[config.mk]
export PLATFORM = sky130hd
export DESIGN_NAME = sw_sampler
export DESIGN_NICKNAME = d
export VERILOG_FILES = /design/src/rtl/sw_pkg.sv /design/src/rtl/sw_sampler_if.sv /design/src/rtl/sw_evt_fifo.sv /design/src/rtl/sw_sampler.sv
export SDC_FILE = /design/constraint.sdc
export NUM_CORES = 1
export LEC_CHECK = 0
export ABC_AREA = 1
export ABC_CLOCK_PERIOD_IN_PS = 7500
export CORE_MARGIN = 1
export CORE_UTILIZATION = 43
export CTS_CLUSTER_DIAMETER = 80
export DETAILED_ROUTE_END_ITERATION = 10
export HOLD_SLACK_MARGIN = 0.03
export PLACE_DENSITY = 0.65
export SYNTH_ARGS = -nofsm -noshare
export SYNTH_HDL_FRONTEND = slang
export SYNTH_SLANG_ARGS = --single-unit
export TNS_END_PERCENT = 5
[constraint.sdc]
create_clock -name clk -period 7.5 [get_ports clk]
set_input_delay 0.75 -clock clk [delete_from_list [all_inputs] [get_ports clk]]
set_output_delay 0.75 -clock clk [all_outputs]
set_load 0.02 [all_outputs]
[src/rtl/sw_pkg.sv]
// Shared defaults and the event record layout for the switch sampler.
package sw_pkg;

  localparam int WIDTH_DEF      = 16;
  localparam int SAMPLE_DIV_DEF = 500;
  localparam int STABLE_N_DEF   = 4;
  localparam int FIFO_DEPTH_DEF = 4;

  typedef struct packed {
    logic [WIDTH_DEF-1:0] rise;
    logic [WIDTH_DEF-1:0] fall;
  } sw_evt_t;

endpackage

[src/rtl/sw_sampler_if.sv]
// Valid/ready event stream: the producer owns valid and data, the consumer owns ready.
interface sw_evt_if #(
  parameter int DW = 32
);
  logic          valid;
  logic          ready;
  logic [DW-1:0] data;

  modport master (output valid, output data, input ready);
  modport slave  (input valid, input data, output ready);
endinterface

[src/rtl/sw_evt_fifo.sv]
// Event queue with registered occupancy; the read side is a valid/ready stream
// whose data reads zero while empty.
module sw_evt_fifo #(
  parameter int DW    = 32,
  parameter int DEPTH = 4
) (
  input  logic          clk,
  input  logic          rst,
  input  logic          push,
  input  logic [DW-1:0] push_data,
  output logic          drop,
  sw_evt_if.master      rd
);

  localparam int AW = (DEPTH > 1) ? $clog2(DEPTH) : 1;
  localparam logic [AW:0] FULL_CNT = (AW+1)'(DEPTH);

  logic [DW-1:0] mem_q [DEPTH];
  logic [DW-1:0] mem_d [DEPTH];
  logic [AW-1:0] wr_ptr_q, wr_ptr_d;
  logic [AW-1:0] rd_ptr_q, rd_ptr_d;
  logic [AW:0]   count_q, count_d;
  logic          not_empty;
  logic          pop;
  logic          push_ok;

  always_comb begin
    not_empty = (count_q != '0);
    pop       = not_empty && rd.ready;
    // A pop in the same cycle frees a slot, so a push into a full queue still lands.
    push_ok   = push && ((count_q != FULL_CNT) || pop);
    drop      = push && !push_ok;
    mem_d     = mem_q;
    wr_ptr_d  = wr_ptr_q;
    rd_ptr_d  = rd_ptr_q;
    count_d   = count_q;
    if (push_ok) begin
      mem_d[wr_ptr_q] = push_data;
      wr_ptr_d        = wr_ptr_q + AW'(1);
    end else begin
      wr_ptr_d = wr_ptr_q;
    end
    if (pop) begin
      rd_ptr_d = rd_ptr_q + AW'(1);
    end else begin
      rd_ptr_d = rd_ptr_q;
    end
    case ({push_ok, pop})
      2'b10:   count_d = count_q + (AW+1)'(1);
      2'b01:   count_d = count_q - (AW+1)'(1);
      default: count_d = count_q;
    endcase
  end

  always_ff @(posedge clk) begin
    if (rst) begin
      wr_ptr_q <= '0;
      rd_ptr_q <= '0;
      count_q  <= '0;
    end else begin
      wr_ptr_q <= wr_ptr_d;
      rd_ptr_q <= rd_ptr_d;
      count_q  <= count_d;
    end
  end

  always_ff @(posedge clk) begin
    mem_q <= mem_d;
  end

  assign rd.valid = not_empty;
  assign rd.data  = not_empty ? mem_q[rd_ptr_q] : '0;

endmodule

[src/rtl/sw_sampler.sv]
// Switch debouncer: synchronizes raw levels, samples them on a divided tick and
// queues one rise/fall event per accepted change.
module sw_sampler
  import sw_pkg::*;
#(
  parameter int WIDTH      = WIDTH_DEF,
  parameter int SAMPLE_DIV = SAMPLE_DIV_DEF,
  parameter int STABLE_N   = STABLE_N_DEF,
  parameter int FIFO_DEPTH = FIFO_DEPTH_DEF
) (
  input  logic             clk,
  input  logic             rst,
  input  logic [WIDTH-1:0] sw_in,
  output logic [WIDTH-1:0] sw_state,
  output logic             evt_valid,
  input  logic             evt_ready,
  output logic [WIDTH-1:0] evt_rise,
  output logic [WIDTH-1:0] evt_fall,
  output logic             overflow
);

  localparam int DIV_W = (SAMPLE_DIV > 1) ? $clog2(SAMPLE_DIV) : 1;
  localparam int CNT_W = $clog2(STABLE_N + 1);
  localparam logic [DIV_W-1:0] DIV_LAST = DIV_W'(SAMPLE_DIV - 1);
  localparam logic [CNT_W-1:0] CNT_SAT  = CNT_W'(STABLE_N);

  logic [WIDTH-1:0] sync1_q, sync1_d;
  logic [WIDTH-1:0] sync2_q, sync2_d;
  logic [DIV_W-1:0] div_q, div_d;
  logic [WIDTH-1:0] prev_q, prev_d;
  logic [CNT_W-1:0] stable_q, stable_d;
  logic [WIDTH-1:0] state_q, state_d;
  logic             overflow_q, overflow_d;
  logic             tick;
  logic             push;
  logic             drop;
  logic [2*WIDTH-1:0] push_data;

  sw_evt_if #(.DW(2*WIDTH)) evt_if ();

  always_comb begin
    sync1_d    = sw_in;
    sync2_d    = sync1_q;
    tick       = (div_q == DIV_LAST);
    div_d      = tick ? '0 : div_q + DIV_W'(1);
    prev_d     = prev_q;
    stable_d   = stable_q;
    state_d    = state_q;
    push       = 1'b0;
    if (tick) begin
      if (sync2_q == prev_q) begin
        if (stable_q != CNT_SAT) begin
          stable_d = stable_q + CNT_W'(1);
        end else begin
          stable_d = stable_q;
        end
        // Accept once the run of identical samples is long enough and it is news.
        if ((stable_d == CNT_SAT) && (prev_q != state_q)) begin
          state_d = prev_q;
          push    = 1'b1;
        end else begin
          push    = 1'b0;
        end
      end else begin
        prev_d   = sync2_q;
        stable_d = '0;
      end
    end else begin
      push = 1'b0;
    end
    push_data  = {prev_q & ~state_q, ~prev_q & state_q};
    overflow_d = overflow_q | drop;
  end

  always_ff @(posedge clk) begin
    if (rst) begin
      sync1_q    <= '0;
      sync2_q    <= '0;
      div_q      <= '0;
      prev_q     <= '0;
      stable_q   <= '0;
      state_q    <= '0;
      overflow_q <= 1'b0;
    end else begin
      sync1_q    <= sync1_d;
      sync2_q    <= sync2_d;
      div_q      <= div_d;
      prev_q     <= prev_d;
      stable_q   <= stable_d;
      state_q    <= state_d;
      overflow_q <= overflow_d;
    end
  end

  sw_evt_fifo #(
    .DW    (2*WIDTH),
    .DEPTH (FIFO_DEPTH)
  ) u_fifo (
    .clk       (clk),
    .rst       (rst),
    .push      (push),
    .push_data (push_data),
    .drop      (drop),
    .rd        (evt_if.master)
  );

  assign evt_if.ready          = evt_ready;
  assign evt_valid             = evt_if.valid;
  assign {evt_rise, evt_fall}  = evt_if.data;
  assign sw_state              = state_q;
  assign overflow              = overflow_q;

endmodule

## Word level (Yosys, flattened, before mapping)

Index checks and enable logic that the tools add are counted.
Widths: inputs -> output; s select.

| word-level totals | value |
|---|---|
| input bits | 19 |
| word-level logic and storage cells | 66 |
| output and inout bits | 50 |
| bits in registers | 212 |

| operators by class | value |
|---|---|
| add/subtract/negate cells | 6 |
| multiplexer cells | 15 |
| reduce and logical (&&, ||, !) cells | 12 |
| order comparisons | 3 |
| bitwise operators | 8 |
| equality and inequality tests | 8 |

Operators with widths:

| operator | number |
|---|---|
| $bwmux 128 | 1 |
| $mux 32 | 4 |
| $bmux 32 s2 | 1 |
| $demux 32 s2 | 1 |
| $and 16x16->16 | 2 |
| $not 16->16 | 2 |
| $eq 16x16->1 | 1 |
| $ne 16x16->1 | 1 |
| $mux 3 | 4 |
| $add 9x1->9 const B | 1 |
| $eq 9x9->1 const B | 1 |
| $add 3x1->3 const B | 2 |
| $ge 3x3->1 const B | 2 |
| $ne 3x3->1 const B | 2 |
| $not 2->3 | 2 |
| $pmux 3 s2 | 1 |
| $logic_and 1x1->1 | 5 |
| $add 2x1->2 const B | 2 |
| $eq 3x3->1 const B | 1 |
| $lt 3x1->1 const B | 1 |
| $mux 1 | 3 |
| $reduce_and 3->1 | 1 |
| $reduce_bool 3->1 | 1 |
| $sub 3x1->3 const B | 1 |
| other kinds (9) | 9 |

## Longest topological paths before layout

Gate-level depths: netlist (run 1).

| logic depth | value |
|---|---|
| depth in word-level cells | 13 |
| depth in mapped cells | 17 |

## Cells and area by module

From an unflattened synthesis (run 1), not the netlist that was laid out.

| second synthesis, totals | value |
|---|---|
| cells, all modules | 957 |
| area total of the unflattened synthesis | 9,230.1 um^2 |

By module, submodules not included:

| module | cells an instance | instances | sequential area each (um^2) | area an instance (um^2) |
|---|---|---|---|---|
| sw_evt_fifo | 449 | 1 | 3,983.8 | 5,462.7 |
| sw_sampler | 508 | 1 | 1,541.5 | 3,767.4 |

## Least setup slack after synthesis (run 1)

Ideal clock, no wire load.

| timing | value |
|---|---|
| path type | reg2reg |
| start | register state_q[13], in the netlist sw_state[13] |
| end | register u_fifo.mem_q[0] (netlist bit), enable pin |
| cell stages (with the launch flop) | 12 |
| setup time | 421 ps |
| setup slack | 4,184 ps |
| period minus slack after synthesis | 3,316 ps |
| data required time | 7,079 ps |
| arrival | 2,895 ps |
| path through | dfxtp_1 > inv_1 > ha_1 > nand2_1 > nor2_1 > nand2_1 > nor2_1 > nor2_4 > nand4_1 > nor2_1 > inv_2 > nor2_1 |

| between the ends | value |
|---|---|
| word-level cells in the longest chain between the ends | 6 |

Ends and longest elaborated chain:

| what | RTL line | source |
|---|---|---|
| start, declared | sw_sampler.sv:32 | `logic [WIDTH-1:0] state_q, state_d;` |
| start signal, assigned | sw_sampler.sv:90 | `state_q <= state_d;` |
| $ne 16x16->1 | sw_sampler.sv:58 | `if ((stable_d == CNT_SAT) && (prev_q != state_q)) begin` |
| $logic_and 1x1->1 | sw_sampler.sv:58 |  |
| $mux 1 | sw_sampler.sv:58 |  |
| $mux 1 | sw_sampler.sv:51 | `if (sync2_q == prev_q) begin` |
| $mux 1 | sw_sampler.sv:50 | `if (tick) begin` |
| $logic_and 1x1->1 | sw_evt_fifo.sv:31 | `push_ok = push && ((count_q != FULL_CNT) \|\| pop);` |
| end signal, assigned | sw_evt_fifo.sv:68 | `mem_q <= mem_d;` |
| end, declared | sw_evt_fifo.sv:18 | `logic [DW-1:0] mem_q [DEPTH];` |

No other way between the ends.
A chain may end at the register's enable or synchronous reset.

## Worst setup path after layout (run 1)

| timing | value |
|---|---|
| start | register u_fifo.rd_ptr_q[0] |
| end | output evt_fall[2] |

| between the ends | value |
|---|---|
| word-level cells in the longest chain between the ends | 5 |

Ends and longest elaborated chain:

| what | RTL line | source |
|---|---|---|
| start, declared | sw_evt_fifo.sv:21 | `logic [AW-1:0] rd_ptr_q, rd_ptr_d;` |
| start signal, assigned | sw_evt_fifo.sv:62 | `rd_ptr_q <= rd_ptr_d;` |
| $not 2->3 (not written as such) | sw_evt_fifo.sv:72 | `assign rd.data = not_empty ? mem_q[rd_ptr_q] : '0;` |
| $bmux 32 s2 | sw_evt_fifo.sv:72 |  |
| $mux 32 (not written as such) (2 in series) | sw_evt_fifo.sv:72 |  |
| $mux 32 | sw_evt_fifo.sv:72 |  |
| end, declared | sw_sampler.sv:18 | `output logic [WIDTH-1:0] evt_fall,` |

No other way between the ends. The select of a mux whose other input is x is not followed.

==> run_results.csv, run 1 <==
group,metric,value,unit
power_and_ir_drop,leakage,3.855,nW
power_and_ir_drop,pwr_density_cell,232.6,nW/um^2
power_and_ir_drop,comb_power_share,1.7,%
logic_synthesis,synth.largest_area_cell,"edfxtp_1",
logic_synthesis,synthXorXnorAreaFrac,0.09925,%
clocking,cts_buffer_depth,3,
route,first_pass_iters,4,
clocking,cts_made_buffers,23,
grt,grt_overflow,0,
power_and_ir_drop,ir_drop,0.1511,mV
logic_synthesis,yosysWarnings,0,
timing,finalSetupTns,0,ps
floorplanning,die_h,145.3,um
setup_path,cpMaxStageDelayCell,"clkdlybuf4s50_1",
route,drc,0,
setup_path,worstRegToRegCells,17,
floorplanning,die_w,145.3,um
setup_path,timing.rr.start,"sw_state[6]$_SDFFE_PP0P_",
timing,min_period,3431,ps
setup_path,cp.depth,5,
logic_synthesis,synth.area.mux_share,0,%
floorplanning,die-area,21100,um^2
timing,finClkSkew,12.29,ps
outcome,status,"finished clean",
setup_path,path_buf_inv,3,
clocking,clock_sinks,212,
placed_design,hpwl,11.87,mm
clocking,ctsResizeCount,0,
logic_synthesis,synth-compound-area-share,9.358,%
timing,setup_viol,0,
setup_path,cp_cell_sequence,"clkinv_1 -> buf_4 -> o21ai_0 -> a21oi_1 -> clkdlybuf4s50_1",
setup_path,critPathKind,"reg -> out",
clocking,clock_latency,500,ps
floorplanning,coreArea,20170,um^2
setup_path,critPathRequiredTime,6750,ps
placed_design,gp_congestion,0.7670,
placed_design,port_buffers,68,
logic_synthesis,syn_area,8825,um^2
job,maxCapViolations,0,
logic_synthesis,synth-seq-cells,212,
setup_path,cp_max_fo,46,
logic_synthesis,synth_adder_area_share,5.898,%
logic_synthesis,yosys-top-cells-area,"edfxtp_1, dfxtp_1, nor2_1, o21ai_0, ha_1",
grt,grt_pass1_vias,5702,
clocking,tritoncts,"built",
floorplanning,rows,52,
power_and_ir_drop,netSwitchingPower,0.4557,mW
route,drt-wirelength-per-cell,14.80,um
min_path,holdPathStages,2,
logic_synthesis,synth_top_cells_by_count,"nor2_1, edfxtp_1, o21ai_0, inv_1, dfxtp_1",
clocking,cts.htree.levels,1,
logic_synthesis,ys_seq_area_share,62.61,%
logic_synthesis,synth-async-reset-ratio,0,%
clocking,cts-hold-fix-buffers,0,
power_and_ir_drop,sw_frac_of_total,18.56,%
power_and_ir_drop,clkPwrFrac,48.0,%
setup_path,crit_start,"u_fifo.rd_ptr_q[0]$_SDFFE_PP0P_",
timing,max_slew.worst_pin.slew,1057,ps
setup_path,cp.arrival,2680,ps
grt,grt_use_total,17.85,%
floorplanning,ios,69,
timing,max_freq,291.4,MHz
clocking,cts-root-buf,"clkbuf_16",
logic_synthesis,syn_avg_cell_area,9.730,um^2
setup_path,critical_path.startpoint_type,"flip-flop",
setup_path,end_kind,"output pin",
clocking,cts_setup_buffers,0,
final_layout,syn2layout_area_growth,19.65,%
power_and_ir_drop,pwr-share-seq,50.3,%
logic_synthesis,synth_top_family_by_area,"simple AND/OR/NAND/NOR gates",
logic_synthesis,synth.most_common_cell,"nor2_1",
final_layout,fin_nets,1033,
route,wirelength,18.63,mm
timing,period_share,45.75,%
power_and_ir_drop,p_int,2.000,mW
logic_synthesis,synth-edff-count,128,
logic_synthesis,yosys_most_used_dff,"edfxtp_1",
logic_synthesis,ys_types,30,
route,num_vias,6016,
logic_synthesis,synthCells,907,
grt,grt_antenna_before_repair,0,
grt,grt_pass1_wl,29.72,mm
final_layout,fillers,1842,
min_path,worstHoldStart,"sync1_q[9]$_SDFF_PP0_",
setup_path,slowest_delay,560,ps
timing,rsz0062_at_grt,"no",
timing,finalMaxSlewViolations,0,
min_path,holdCritPathClass,"reg -> reg",
floorplanning,start_util,43.75,%
final_layout,n_antenna_cell,0,
setup_path,crit_family,"buffers and inverters",
timing,hold_violations,0,
logic_synthesis,synth-simple-area-share,15.09,%
grt,grt_max_degree,68,
logic_synthesis,synth_nets,967,
route,via_per_inst,4.778,
logic_synthesis,synth_top_area_share,43.56,%
timing,slew_headroom,29.47,%
route,drt-initial-drc-count,349,
route,drtAntennaViolNets,0,
final_layout,layout-drive-gt1-share,7.381,%
power_and_ir_drop,p_total,2.456,mW
clocking,path_clk_slew,60,ps
-- through the flow --
step           utilization (%)  hold slack, ps  std cells  cell area, um^2  setup slack (ps)
4_1_cts                  52.35           399.4       1259            10560              4032
2_1_floorplan                -           388.3        907             8825              4184
6_report                 52.35           399.2       1259            10560              4069
3_3_place_gp             48.37           395.2       1218             9757              4545
3_5_place_dp             48.37           392.7       1218             9757              4576
5_1_grt                  52.35           420.4       1259            10560              3814
-- power groups by stage --
stage	Combinational [mW]	Clock (mW)	Sequential, mW
after floorplan	0.0258	0	1.26
after global placement	0.0404	0	1.26
after detailed placement	0.0415	0	1.26
after CTS	0.0416	1.21	1.23
after global routing	0.0481	1.26	1.24
final	0.0407	1.18	1.24
-- logic make-up (layout without fill, tap and decap cells) --
kind of cell,after synthesis,count (layout)
and+or+nand+nor,335,335
DFF,212,212
AOI/OAI and AO/OA,165,165
buffers and inverters,153,235
adders and majority gates,41,41
xor gates and xnor gates,1,1
-- metal layers --
metal	share of wire, %	up-vias	GRT usage, %
met4	1.8	0	5.000
met1	45	2790	23.76
met2	48	124	30.38
met5	0	-	0
li1	-	3073	-
met3	4.9	29	2.516
-- state kept, by name, summed over array words and instances (netlist names), 3 cells and up --
register,count
u_fifo.mem_q,128
prev_q,16
sw_state,16
sync1_q,16
sync2_q,16
div_q,9
stable_q,3
u_fifo.count_q,3
-- placed cells by master (no fill, tap or decap), drive strengths merged, types with 9 or more instances in the layout --
cell | netlist | routed
nor2 | 231 | 231
edfxtp | 128 | 128
inv | 114 | 114
o21ai | 105 | 105
dfxtp | 84 | 84
nand2 | 83 | 83
clkdlybuf4s50 | 0 | 68
a21oi | 60 | 60
ha | 40 | 40
clkbuf | 29 | 28
buf | 8 | 10
nand3 | 9 | 9
-- worst paths after layout --
kind         slack, ps                        endpoint
min reg2reg        400           sync2_q[9]$_SDFF_PP0_
min                400           sync2_q[9]$_SDFF_PP0_
max               4070                     evt_fall[2]
max reg2reg       4730  u_fifo.count_q[2]$_SDFFE_PP0P_
-- worst reg2reg max path, stage by stage (launching register included) --
cell and delay (ps):
dfxtp_1 450, inv_1 80, ha_1 270, nand2_1 60
nor2_1 100, nand2_1 60, nor2_1 200, nor2_4 90
nand4_1 110, nor2_1 70, inv_2 130, ha_1 160
inv_1 70, fa_1 380, a21oi_1 140, o21ai_0 110
o21ai_0 160, a21oi_1 50
-- final cells by class --
type	instances	area [um^2]	share of cell area [%]
multi-input combinational	542	2696	25.54
sequential	212	5527	52.34
timing repair buffer	78	755.7	7.157
tap	270	337.8	3.199
inverter	116	440.4	4.171
clock buffer	28	614.3	5.818
clock inverter	13	187.7	1.777
Power figures use the tool's default switching activity.
==> run 2, diff against run 1 <==
--- a/config.mk
+++ b/config.mk
@@ -6,7 +6,7 @@
 export NUM_CORES = 1
 export LEC_CHECK = 0
 export ABC_AREA = 1
-export ABC_CLOCK_PERIOD_IN_PS = 7500
+export ABC_CLOCK_PERIOD_IN_PS = 3350
 export CORE_MARGIN = 1
 export CORE_UTILIZATION = 43
 export CTS_CLUSTER_DIAMETER = 80
==> constraint.sdc (replaced) <==
create_clock -name clk -period 3.35 [get_ports clk]
set_input_delay 0.335 -clock clk [delete_from_list [all_inputs] [get_ports clk]]
set_output_delay 0.335 -clock clk [all_outputs]
set_load 0.02 [all_outputs]
==> run_results.csv, run 2 (synthesis gave the netlist of run 1 again) <==
group,metric,value,unit
outcome,status,"finished clean",
power_and_ir_drop,sw_frac_of_total,19.28,%
floorplanning,ios,69,
final_layout,design_area,10530,um^2
setup_path,end_kind,"output pin",
clocking,ctsResizeCount,0,
timing,rsz0062_at_grt,"no",
placed_design,port_buffers,68,
final_layout,n_antenna_cell,0,
floorplanning,rows,52,
final_layout,largest_reg_flops,128,
floorplanning,die_h,145.3,um
power_and_ir_drop,p_total,5.253,mW
floorplanning,coreArea,20170,um^2
grt,grt_use_total,17.42,%
clocking,clock_sinks,212,
clocking,tritoncts,"built",
placed_design,placed_area,9797,um^2
power_and_ir_drop,pwr_density_cell,498.9,nW/um^2
final_layout,layout-drive-gt1-share,7.475,%
clocking,cts_setup_buffers,0,
grt,grt_pass1_wl,28.94,mm
grt,grt_antenna_before_repair,0,
final_layout,multiInputGateArea,2696,um^2
floorplanning,start_util,43.75,%
setup_path,timing.rr.start,"sw_state[13]$_SDFFE_PP0P_",
setup_path,critPathRequiredTime,3010,ps
clocking,cts-root-buf,"clkbuf_16",
power_and_ir_drop,netSwitchingPower,1.013,mW
final_layout,final_cells,1260,
route,drc,0,
setup_path,critical_path.startpoint_type,"flip-flop",
grt,grt_max_degree,68,
timing,max_freq,328.9,MHz
power_and_ir_drop,p_int,4.240,mW
placed_design,post-place-cells,1220,
clocking,cts_made_buffers,22,
placed_design,gp_congestion,0.7610,
power_and_ir_drop,ir_drop,0.3114,mV
final_layout,final_common_cell,"nor2_1",
route,wirelength,18.02,mm
min_path,holdCritPathClass,"in -> reg",
floorplanning,die-area,21100,um^2
timing,period_share,90.76,%
floorplanning,die_w,145.3,um
timing,finalMaxSlewViolations,0,
job,maxCapViolations,0,
clocking,cts-hold-fix-buffers,0,
setup_path,critPathKind,"reg -> out",
timing,setup_viol,0,
setup_path,crit_start,"u_fifo.rd_ptr_q[1]$_SDFFE_PP0P_",
clocking,cts_buffer_depth,3,
setup_path,crit_family,"buffers and inverters",
timing,hold_violations,0,
timing,min_period,3041,ps
grt,grt_overflow,0,
final_layout,top_register,"u_fifo.mem_q",
power_and_ir_drop,clkPwrFrac,45.7,%
setup_path,path_buf_inv,3,
power_and_ir_drop,leakage,3.843,nW
setup_path,slowest_delay,670,ps
timing,whs,347.9,ps
placed_design,hpwl,11.34,mm
setup_path,cp_cell_sequence,"clkinv_1 -> buf_4 -> nor2_1 -> o21ai_0 -> a21oi_1 -> clkdlybuf4s50_1",
route,drt-initial-drc-count,421,
timing,finClkSkew,11.59,ps
final_layout,syn2layout_area_growth,19.33,%
power_and_ir_drop,pwr-share-seq,52.6,%
grt,grt_pass1_vias,5475,
setup_path,cp_max_fo,22,
setup_path,cp.arrival,2710,ps
final_layout,final_cell_mix,"nor2_1, edfxtp_1, o21ai_0",
min_path,worstHoldStart,"sw_in[7]",
final_layout,fillers,1828,
route,via_per_inst,4.729,
timing,slew_headroom,24.72,%
clocking,clock_latency,490,ps
power_and_ir_drop,comb_power_share,1.7,%
final_layout,register_area,5527,um^2
route,first_pass_iters,5,
timing,finalSetupTns,0,ps
final_layout,fin_nets,1034,
route,num_vias,5958,
clocking,path_clk_slew,60,ps
route,drt-wirelength-per-cell,14.30,um
route,drtAntennaViolNets,0,
timing,max_slew.worst_pin.slew,1128,ps
clocking,cts.htree.levels,1,
setup_path,cpMaxStageDelayCell,"clkdlybuf4s50_1",
==> run 2: cell types whose count changed in the layout (fill, tap and decap cells not counted), sizes merged <==
cell      change
buf           +2
clkinvlp      -1
clkinv        +1
bufinv        -4
clkbuf        +3
==> run 2: power by group through the flow <==
stage               registers [mW]  logic [mW]  clock network, mW
detailed placement            2.82      0.0917                  0
floorplan                     2.82      0.0578                  0
global placement              2.82      0.0911                  0
finish                        2.76      0.0901               2.40
CTS                           2.76      0.0921               2.46
global route                  2.76       0.104               2.55
==> run 2: metal layers <==
| layer | GRT usage, % | share of wire [%] |
|---|---|---|
| met4 | 5.737 | 2.4 |
| met2 | 28.37 | 46 |
| met1 | 23.66 | 46 |
| met3 | 2.925 | 5.1 |
| met5 | 0 | 0 |
==> run 2: through the flow <==
stage	util [%]	worst slack, ps
after floorplan	-	33.94
after global placement	48.57	685.5
after detailed placement	48.57	628.7
after CTS	52.21	278.0
after global routing	52.21	112.7
final	52.21	309.4
==> run 2: area by class of cell <==
cell class                 instances  share of cell area [%]
clock buffer                      31                   6.238
clock inverter                     9                  0.7248
inverter                         116                   4.183
multi-input combinational        542                   25.61
sequential                       212                   52.48
tap                              270                   3.208
timing repair buffer              80                   7.557
==> run 2: worst reg2reg max path, stage by stage (launching register included) <==
cell     delay (ps)
dfxtp_1         370
inv_1            60
ha_1            270
nand2_1          50
nor2_1          110
nand2_1          90
nor2_1          210
nor2_4           90
nand4_1         100
nor2_1           70
inv_2           120
ha_1            160
inv_1            70
fa_1            380
a21oi_1         150
o21ai_0         110
o21ai_0         160
a21oi_1          60
==> run 2: final timing paths <==
| check | to | slack [ps] | depth (start not counted) |
|---|---|---|---|
| worst min-delay path | sync1_q[7]$_SDFF_PP0_ | 350 | 3 |
| worst max register to register | u_fifo.count_q[2]$_SDFFE_PP0P_ | 620 | 17 |
| worst min register to register | sync2_q[11]$_SDFF_PP0_ | 400 | 2 |
| worst max-delay path | evt_fall[0] | 310 | 6 |
==> run 3, diff against run 2 <==
--- a/config.mk
+++ b/config.mk
@@ -6,7 +6,7 @@
 export NUM_CORES = 1
 export LEC_CHECK = 0
 export ABC_AREA = 1
-export ABC_CLOCK_PERIOD_IN_PS = 3350
+export ABC_CLOCK_PERIOD_IN_PS = 3900
 export CORE_MARGIN = 1
 export CORE_UTILIZATION = 43
 export CTS_CLUSTER_DIAMETER = 80
==> constraint.sdc (replaced) <==
create_clock -name clk -period 3.9 [get_ports clk]
set_input_delay 0.39 -clock clk [delete_from_list [all_inputs] [get_ports clk]]
set_output_delay 0.39 -clock clk [all_outputs]
set_load 0.02 [all_outputs]
==> run_results.csv, run 3 (synthesis gave the netlist of run 1 again) <==
group,metric,value,unit
clocking,cts-root-buf,"clkbuf_16",
power_and_ir_drop,sw_frac_of_total,19.76,%
timing,min_period,3351,ps
route,num_vias,6022,
clocking,path_clk_slew,60,ps
clocking,tritoncts,"built",
clocking,clock_sinks,212,
final_layout,fin_nets,1033,
timing,finClkSkew,10.16,ps
outcome,status,"finished clean",
power_and_ir_drop,pwr-share-seq,54.7,%
route,wirelength,18.04,mm
timing,final.setup.worst_slack,548.8,ps
grt,grt_antenna_before_repair,0,
power_and_ir_drop,p_int,3.483,mW
setup_path,path_buf_inv,3,
setup_path,worstRegToRegCells,17,
clocking,ctsResizeCount,0,
grt,grt_overflow,0,
setup_path,critical_path.startpoint_type,"flip-flop",
final_layout,fin_util,51.64,%
floorplanning,coreArea,20170,um^2
timing,hold_violations,0,
route,drtAntennaViolNets,0,
setup_path,cp_max_fo,32,
power_and_ir_drop,leakage,3.787,nW
setup_path,critPathKind,"reg -> out",
grt,grt_pass1_wl,28.58,mm
power_and_ir_drop,ir_drop,0.2744,mV
clocking,cts.htree.levels,1,
final_layout,layout-drive-gt1-share,6.680,%
timing,finalMaxSlewViolations,0,
route,drt-initial-drc-count,402,
floorplanning,die-area,21100,um^2
timing,period_share,85.93,%
floorplanning,start_util,43.75,%
floorplanning,die_h,145.3,um
route,first_pass_iters,7,
timing,max_slew.worst_pin.slew,1156,ps
setup_path,reg2reg_slack,1150,ps
power_and_ir_drop,p_total,4.340,mW
power_and_ir_drop,pwr_density_cell,416.8,nW/um^2
timing,rsz0062_at_grt,"no",
placed_design,post-place-ws,1103,ps
setup_path,timing.rr.start,"sw_state[12]$_SDFFE_PP0P_",
power_and_ir_drop,clkPwrFrac,43.5,%
final_layout,n_antenna_cell,0,
final_layout,final_common_cell,"nor2_1",
final_layout,syn2layout_area_growth,18.02,%
placed_design,port_buffers,68,
setup_path,cpMaxStageDelayCell,"clkinv_1",
setup_path,crit_family,"buffers and inverters",
clocking,clock_latency,500,ps
final_layout,largest_reg_flops,128,
timing,setup_viol,0,
power_and_ir_drop,netSwitchingPower,0.8576,mW
timing,max_freq,298.4,MHz
setup_path,slowest_delay,640,ps
setup_path,cp.arrival,2960,ps
route,drc,0,
final_layout,top_register,"u_fifo.mem_q",
timing,slew_headroom,22.86,%
setup_path,end_kind,"output pin",
grt,grt_use_total,17.19,%
clocking,cts_setup_buffers,0,
route,drt-wirelength-per-cell,14.34,um
job,maxCapViolations,0,
min_path,min_to,"sync2_q[12]$_SDFF_PP0_",
clocking,cts_made_buffers,22,
grt,grt_pass1_vias,5547,
clocking,cts-hold-fix-buffers,0,
floorplanning,rows,52,
min_path,holdPathStages,2,
timing,finalSetupTns,0,ps
setup_path,timing.rr.end,"u_fifo.count_q[2]$_SDFFE_PP0P_",
final_layout,design_area,10420,um^2
floorplanning,ios,69,
placed_design,placed_area,9764,um^2
final_layout,final_cell_mix,"nor2_1, edfxtp_1, o21ai_0",
setup_path,cp_cell_sequence,"clkinv_1 -> buf_4 -> o21ai_0 -> a21oi_1 -> clkdlybuf4s50_1",
min_path,worstHoldStart,"sync1_q[12]$_SDFF_PP0_",
power_and_ir_drop,comb_power_share,1.8,%
placed_design,gp_congestion,0.7826,
route,via_per_inst,4.787,
placed_design,hpwl,11.64,mm
floorplanning,die_w,145.3,um
setup_path,critPathRequiredTime,3510,ps
min_path,holdCritPathClass,"reg -> reg",
clocking,cts_buffer_depth,3,
grt,grt_max_degree,68,
## run 3: cell types whose count changed in the layout (fill, tap and decap cells not counted), sizes merged
cell / previous run / this run
buf: 12 / 11
bufinv: 1 / 0
clkbuf: 31 / 32
clkinvlp: 1 / 0
## run 3: metal layers
metal | share of wire, % | routed length [um] | vias to the layer above | track usage, %
li1 | - | - | 3084 | -
met1 | 46 | 8273 | 2747 | 23.45
met2 | 47 | 8408 | 161 | 28.51
met3 | 5.2 | 932 | 30 | 2.830
met4 | 2.3 | 422 | 0 | 4.368
met5 | 0 | 0 | - | 0
## run 3: layout make-up
cell class	instances	area, um^2
flip-flops and latches	212	5527
clock inverters	7	42.54
fillers	1866	9754
well taps	270	337.8
multi-input cells	542	2696
repair buffers	79	763.2
clock buffers	32	608.1
inverters	116	440.4
## run 3: stage by stage
| step | instances | hold WS, ps |
|---|---|---|
| after floorplan | 907 | 388.3 |
| after global placement | 1219 | 393.5 |
| after detailed placement | 1219 | 393.6 |
| after CTS | 1258 | 388.7 |
| after global routing | 1258 | 405.8 |
| final | 1258 | 399.4 |
## run 3: worst min-delay path, delay by kind of cell, from the launching register on
kind                   cells  cell delay (ps)
buffers and inverters      1               40
DFF                        1              290
and+or+nand+nor            1               30
## run 3: worst max-delay path by stage
| stage | start | endpoint | slack [ps] | cells past startpoint |
|---|---|---|---|---|
| 5_1_grt | u_fifo.rd_ptr_q[0]$_SDFFE_PP0P_ | evt_fall[5] | 370 | 5 |
| 3_5_place_dp | u_fifo.rd_ptr_q[0]$_SDFFE_PP0P_ | evt_fall[0] | 1100 | 5 |
| 6_report | u_fifo.rd_ptr_q[0]$_SDFFE_PP0P_ | evt_fall[5] | 550 | 5 |
| 2_1_floorplan | sw_state[13]$_SDFFE_PP0P_ | u_fifo.mem_q[0]$_DFFE_PP_ | 580 | 11 |
| 4_1_cts | u_fifo.rd_ptr_q[0]$_SDFFE_PP0P_ | evt_fall[0] | 550 | 5 |
| 3_3_place_gp | u_fifo.rd_ptr_q[0]$_SDFFE_PP0P_ | evt_fall[0] | 1090 | 5 |
## run 3: power groups by stage
stage	Clock (mW)	Sequential (mW)	Combinational, mW
2_1_floorplan	0	2.42	0.0497
3_3_place_gp	0	2.42	0.0780
3_5_place_dp	0	2.42	0.0788
4_1_cts	1.93	2.37	0.0793
5_1_grt	2.01	2.38	0.0907
6_report	1.89	2.37	0.0778
